File: config.mk
export PLATFORM = sky130hd
export DESIGN_NAME = config_chain_loader
export DESIGN_NICKNAME = d
export VERILOG_FILES = /design/src/rtl/config_chain_loader.sv
export SDC_FILE = /design/constraint.sdc
export NUM_CORES = 1
export LEC_CHECK = 0
export CAP_MARGIN = 25
export CORE_MARGIN = 2
export CORE_UTILIZATION = 30
export CTS_CLUSTER_SIZE = 24
export DETAILED_ROUTE_END_ITERATION = 10
export SKIP_CTS_REPAIR_TIMING = 1
export SYNTH_ARGS = -nofsm -noshare
export SYNTH_HDL_FRONTEND = slang
export SYNTH_SLANG_ARGS = --single-unit
File: constraint.sdc
create_clock -name clk -period 2.3 [get_ports clk]
set_input_delay 0.23 -clock clk [delete_from_list [all_inputs] [get_ports clk]]
set_output_delay 0.23 -clock clk [all_outputs]
set_load 0.02 [all_outputs]
File: src/rtl/config_chain_loader.sv
// rtl/config_chain_loader.sv - host driver for the switch-box serial configuration chain
// Serializes host words MSB-first into the chain head and returns the bits leaving the tail as readback words.
module config_chain_loader #(
  parameter int WORD_W    = 32,
  parameter int CHAIN_LEN = 256,
  parameter int CNT_W     = $clog2(CHAIN_LEN + 1)
) (
  input  logic              clk,
  input  logic              nrst,
  input  logic              start,
  input  logic              abort,
  input  logic              word_valid,
  input  logic [WORD_W-1:0] word_data,
  output logic              word_ready,
  output logic              cfg_en,
  output logic              cfg_data_out,
  input  logic              cfg_data_in,
  output logic              rb_valid,
  output logic [WORD_W-1:0] rb_data,
  input  logic              rb_ready,
  output logic              busy,
  output logic              done,
  output logic [CNT_W-1:0]  bits_shifted
);

  localparam int NW   = (CHAIN_LEN + WORD_W - 1) / WORD_W;
  localparam int R    = CHAIN_LEN - (NW - 1) * WORD_W;
  localparam int NB_W = $clog2(WORD_W + 1);
  localparam logic [NB_W-1:0] NB_FULL = NB_W'(WORD_W);
  localparam logic [NB_W-1:0] NB_LAST = NB_W'(R);
  localparam logic [CNT_W-1:0] LAST_WORD = CNT_W'(NW - 1);

  typedef enum logic [2:0] {
    S_IDLE,
    S_LOAD,
    S_SHIFT,
    S_RB_WAIT,
    S_DONE
  } state_t;

  state_t            state_q, state_d;
  logic [WORD_W-1:0] tx_sr_q, tx_sr_d;
  logic [WORD_W-1:0] rb_sr_q, rb_sr_d;
  logic [NB_W-1:0]   nbits_q, nbits_d;
  logic [NB_W-1:0]   bit_cnt_q, bit_cnt_d;
  logic [CNT_W-1:0]  word_cnt_q, word_cnt_d;
  logic [CNT_W-1:0]  bits_shifted_q, bits_shifted_d;
  logic              last_word;
  logic [WORD_W-1:0] rb_mask;

  assign last_word = (word_cnt_q == LAST_WORD);

  always_comb begin
    state_d        = state_q;
    tx_sr_d        = tx_sr_q;
    rb_sr_d        = rb_sr_q;
    nbits_d        = nbits_q;
    bit_cnt_d      = bit_cnt_q;
    word_cnt_d     = word_cnt_q;
    bits_shifted_d = bits_shifted_q;
    if (abort) begin
      state_d = S_IDLE;
    end else begin
      case (state_q)
        S_IDLE: begin
          if (start) begin
            state_d        = S_LOAD;
            bits_shifted_d = '0;
            word_cnt_d     = '0;
            rb_sr_d        = '0;
          end
        end
        S_LOAD: begin
          if (word_valid) begin
            // A short final word is left-justified so its MSB leaves first like a full word.
            tx_sr_d   = last_word ? (word_data << (WORD_W - R)) : word_data;
            nbits_d   = last_word ? NB_LAST : NB_FULL;
            bit_cnt_d = '0;
            state_d   = S_SHIFT;
          end
        end
        S_SHIFT: begin
          tx_sr_d        = {tx_sr_q[WORD_W-2:0], 1'b0};
          rb_sr_d        = {rb_sr_q[WORD_W-2:0], cfg_data_in};
          bits_shifted_d = bits_shifted_q + CNT_W'(1);
          bit_cnt_d      = bit_cnt_q + NB_W'(1);
          if ((bit_cnt_q + NB_W'(1)) == nbits_q) begin
            state_d = S_RB_WAIT;
          end
        end
        S_RB_WAIT: begin
          if (rb_ready) begin
            rb_sr_d    = '0;
            word_cnt_d = word_cnt_q + CNT_W'(1);
            state_d    = last_word ? S_DONE : S_LOAD;
          end
        end
        S_DONE: begin
          state_d = S_IDLE;
        end
        default: begin
          state_d = S_IDLE;
        end
      endcase
    end
  end

  always_ff @(posedge clk or negedge nrst) begin
    if (!nrst) begin
      state_q        <= S_IDLE;
      tx_sr_q        <= '0;
      rb_sr_q        <= '0;
      nbits_q        <= '0;
      bit_cnt_q      <= '0;
      word_cnt_q     <= '0;
      bits_shifted_q <= '0;
    end else begin
      state_q        <= state_d;
      tx_sr_q        <= tx_sr_d;
      rb_sr_q        <= rb_sr_d;
      nbits_q        <= nbits_d;
      bit_cnt_q      <= bit_cnt_d;
      word_cnt_q     <= word_cnt_d;
      bits_shifted_q <= bits_shifted_d;
    end
  end

  // Only the bits actually shifted for this word are reported; stale upper bits are hidden.
  always_comb begin
    rb_mask = '0;
    for (int i = 0; i < WORD_W; i++) begin
      rb_mask[i] = (NB_W'(i) < nbits_q);
    end
  end

  assign word_ready   = (state_q == S_LOAD);
  assign cfg_en       = (state_q == S_SHIFT);
  assign cfg_data_out = cfg_en & tx_sr_q[WORD_W-1];
  assign rb_valid     = (state_q == S_RB_WAIT);
  assign rb_data      = rb_valid ? (rb_sr_q & rb_mask) : '0;
  assign busy         = (state_q != S_IDLE);
  assign done         = (state_q == S_DONE);
  assign bits_shifted = bits_shifted_q;

endmodule
==> metrics.csv <==
stage,metric,value,unit
sta,final setup vio count,0,
placed_design,post-placement cell area,0.00555,mm²
sta,Slew Limit Headroom,56.3,%
critical_path,CP cell instances,buf_4 > nor2_2 > buf_12 > and3_1 > clkdlybuf4s50_1,
floorplan,number of I/O pins,86,
critical_path,RR Startpoint,state_q[0],
routing,Iter 0 DRT Violations,245,
routing,WL per Instance,13.4,µm
placed_design,HPWL after DPL,7010,µm
clocking,Clock Sink Count,92,
hold_path,Hold Path Class,input port to asynchronous set/reset pin,
critical_path,r2r endpoint,tx_sr_q[7],
finish,Final Instance Count excl. Fillers,782,
critical_path,Required @ worst endpoint,2.07,ns
logic_synthesis,most common flop cell mapped by yosys,dfrtp_1,
finish,Area Growth Syn to Fin,33.3,%
power_and_ir_drop,Power Total,4.21,mW
logic_synthesis,largest cells by area after synthesis,"dfrtp_1, nand2_1, and3_1",
clocking,Clock Path Buffers,2,
floorplan,die area,0.0158,mm²
critical_path,Worst setup EP type,output port,
routing,Final ANT Viol Nets,0,
critical_path,WS Path Type,register to output port,
global_routing,global-route usage over all layers,13.6,%
critical_path,CP Launch Type,register,
critical_path,reg2reg path depth,5,
sta,RSZ-0062 raised after global routing,false,
logic_synthesis,most frequent cell after synthesis,nand2_1,
finish,layout cells sized above 1,7.19,%
power_and_ir_drop,VDD IR max,399,µV
logic_synthesis,Post-synth EDFFs,0,
routing,DRC violations left,0,
logic_synthesis,Yosys Warn Count,0,
routing,DR vias,3795,
logic_synthesis,ys async rst share,100,%
clocking,CTS Buf Count,9,
logic_synthesis,"Seq/Total Area, Yosys",51.8,%
critical_path,"Max FO, Critical Path",33,
critical_path,flop2flop setup slack,0.39,ns
sta,Achievable Freq,0.454,GHz
placed_design,# port buffers,85,
finish,final net count,636,
global_routing,vias in the first global route,3605,
clocking,CTS tree,built,
sta,crit share post-route,95.8,%
floorplan,Site Rows,44,
status,run status,completed,
logic_synthesis,"flops & latches, synth",92,
sta,final hold vios,0,
critical_path,"Max stage delay cell, worst path",clkdlybuf4s50_1,
clocking,"Reg clk slew, reported paths",0.07,ns
clocking,CTS Root Cell,clkbuf_16,
logic_synthesis,Synth top cells by count,"nand2_1, dfrtp_1, nor2_1",
power_and_ir_drop,P per Cell Area,710,mW/mm²
logic_synthesis,Synthesized Nets,558,
sta,post-layout min period,2.20,ns
placed_design,dpl cells,766,
logic_synthesis,Syn Area/Cell,8.61,µm²
floorplan,Die Width,126,µm
critical_path,Critical Path Max Stage Delay,0.59,ns
floorplan,core footprint,0.0145,mm²
logic_synthesis,Syn Inst Count,516,
sta,worst slew pin tran,0.655,ns
floorplan,Chip Height,126,µm
logic_synthesis,library cells used by synthesis,48,
sta,fin. max-slew vios,0,
routing,DRT Pass-1 Iters,4,
logic_synthesis,Synth top area share,51.8,%
logic_synthesis,Synth area leader,dfrtp_1,
clocking,CTS H-tree depth,3,
global_routing,initial antenna violation count,0,
power_and_ir_drop,LEAKAGE,3.05,nW
finish,n_diodes,0,
floorplan,initial core utilization,30.7,%
global_routing,GRT overflow,0,
routing,Avg Vias per Cell,4.85,
routing,final WL,10500,µm
sta,clock skew,0.00657,ns
finish,post-route cell area,0.00592,mm²
finish,# fillers,1458,
critical_path,Arrival @ worst endpoint,1.97,ns
job,number of max-cap violations,0,
global_routing,pin count of the biggest net entering global routing,65,
clocking,clock latency on the worst-skew pair,0.35,ns
global_routing,first-pass GRT wire length,17600,µm
logic_synthesis,cell area after synthesis,0.00444,mm²
placed_design,GP Congestion,0.778,
[logic make-up after synthesis]
| group | count (synthesis) | synth area share, % |
|---|---|---|
| mux | 2 | 0.507 |
| compound gates | 113 | 15.1 |
| simple gates | 262 | 26.7 |
| flops | 92 | 51.8 |
| fa+ha+maj | 3 | 0.845 |
| xor+xnor | 6 | 1.18 |
| buf+inv | 38 | 3.86 |
[flip-flops by register name, summed over array words and instances, names as in the netlist]
name	cells
state_q	3
rb_sr_q	32
bits_shifted	9
tx_sr_q	32
bit_cnt_q	6
word_cnt_q	9
nbits_q	1
[power breakdown]
group | switching (mW) | internal [mW] | total [mW]
Clock | 0.631 | 0.838 | 1.47
Combinational | 0.383 | 0.320 | 0.702
Sequential | 0.155 | 1.88 | 2.04
Total | 1.17 | 3.04 | 4.21
[metal layers]
metal  GRT usage, %  vias up  part of all wire, %
li1               -     1926                    -
met1           17.8     1769                   47
met2           21.8       91                   47
met3           4.38        9                  5.5
met4           3.79        0                  1.1
met5              0        -                    0
[critical path, delay by kind of cell (launching register included)]
| family | cells | cell delay [ns] |
|---|---|---|
| buffers and inverters | 3 | 0.93 |
| DFF | 1 | 0.37 |
| and+or+nand+nor | 2 | 0.32 |
[layout make-up]
| cell class | count | area, µm² | area share, % |
|---|---|---|---|
| clock inverters | 6 | 65.1 | 1.10 |
| repair buffers | 101 | 1090 | 18.5 |
| well taps | 184 | 230 | 3.89 |
| clock buffers | 9 | 225 | 3.80 |
| flip-flops and latches | 92 | 2300 | 38.9 |
| inverters | 4 | 15.0 | 0.253 |
| multi-input cells | 386 | 1990 | 33.6 |
[worst max-delay path by stage]
stage	cells past startpoint	end	startpoint	slack, ns
after floorplan	6	cfg_data_out	state_q[2]	0.46
after global placement	4	bits_shifted[8]	abort	0.36
after detailed placement	7	tx_sr_q[28]	abort	0.33
after CTS	5	rb_data[18]	state_q[2]	-0.03
after global routing	5	rb_data[8]	state_q[2]	0.006
final	5	rb_data[8]	state_q[2]	0.1
[cells in the final DEF, fill, tap and decap left out, types with 4 or more instances in the layout]
| master | instances |
|---|---|
| a21oi_1 | 8 |
| clkbuf_16 | 9 |
| o21ai_1 | 15 |
| dlymetal6s2s_1 | 29 |
| o211ai_1 | 5 |
| buf_12 | 4 |
| nor2_1 | 42 |
| clkdlybuf4s50_1 | 55 |
| dfrtp_1 | 92 |
| a31oi_1 | 32 |
| nor3_1 | 4 |
| nand3_1 | 7 |
| nand2_1 | 144 |
| o21ai_0 | 36 |
| and3_1 | 35 |
| o31ai_1 | 4 |
| xor2_1 | 5 |
| buf_4 | 12 |
[per-stage QoR]
| step | TNS (ns) | utilization, % | worst slack, ns | hold slack [ns] |
|---|---|---|---|---|
| after global placement | 0 | 38.3 | 0.363 | 0.254 |
| after detailed placement | 0 | 38.3 | 0.332 | 0.263 |
| after CTS | -0.0733 | 40.3 | -0.0272 | -0.123 |
| final | 0 | 40.9 | 0.0955 | 0.402 |
| after floorplan | 0 | - | 0.457 | -0.0656 |
| after global routing | 0 | 40.9 | 0.00578 | 0.450 |
No activity file was read; power rests on OpenSTA's default activity.
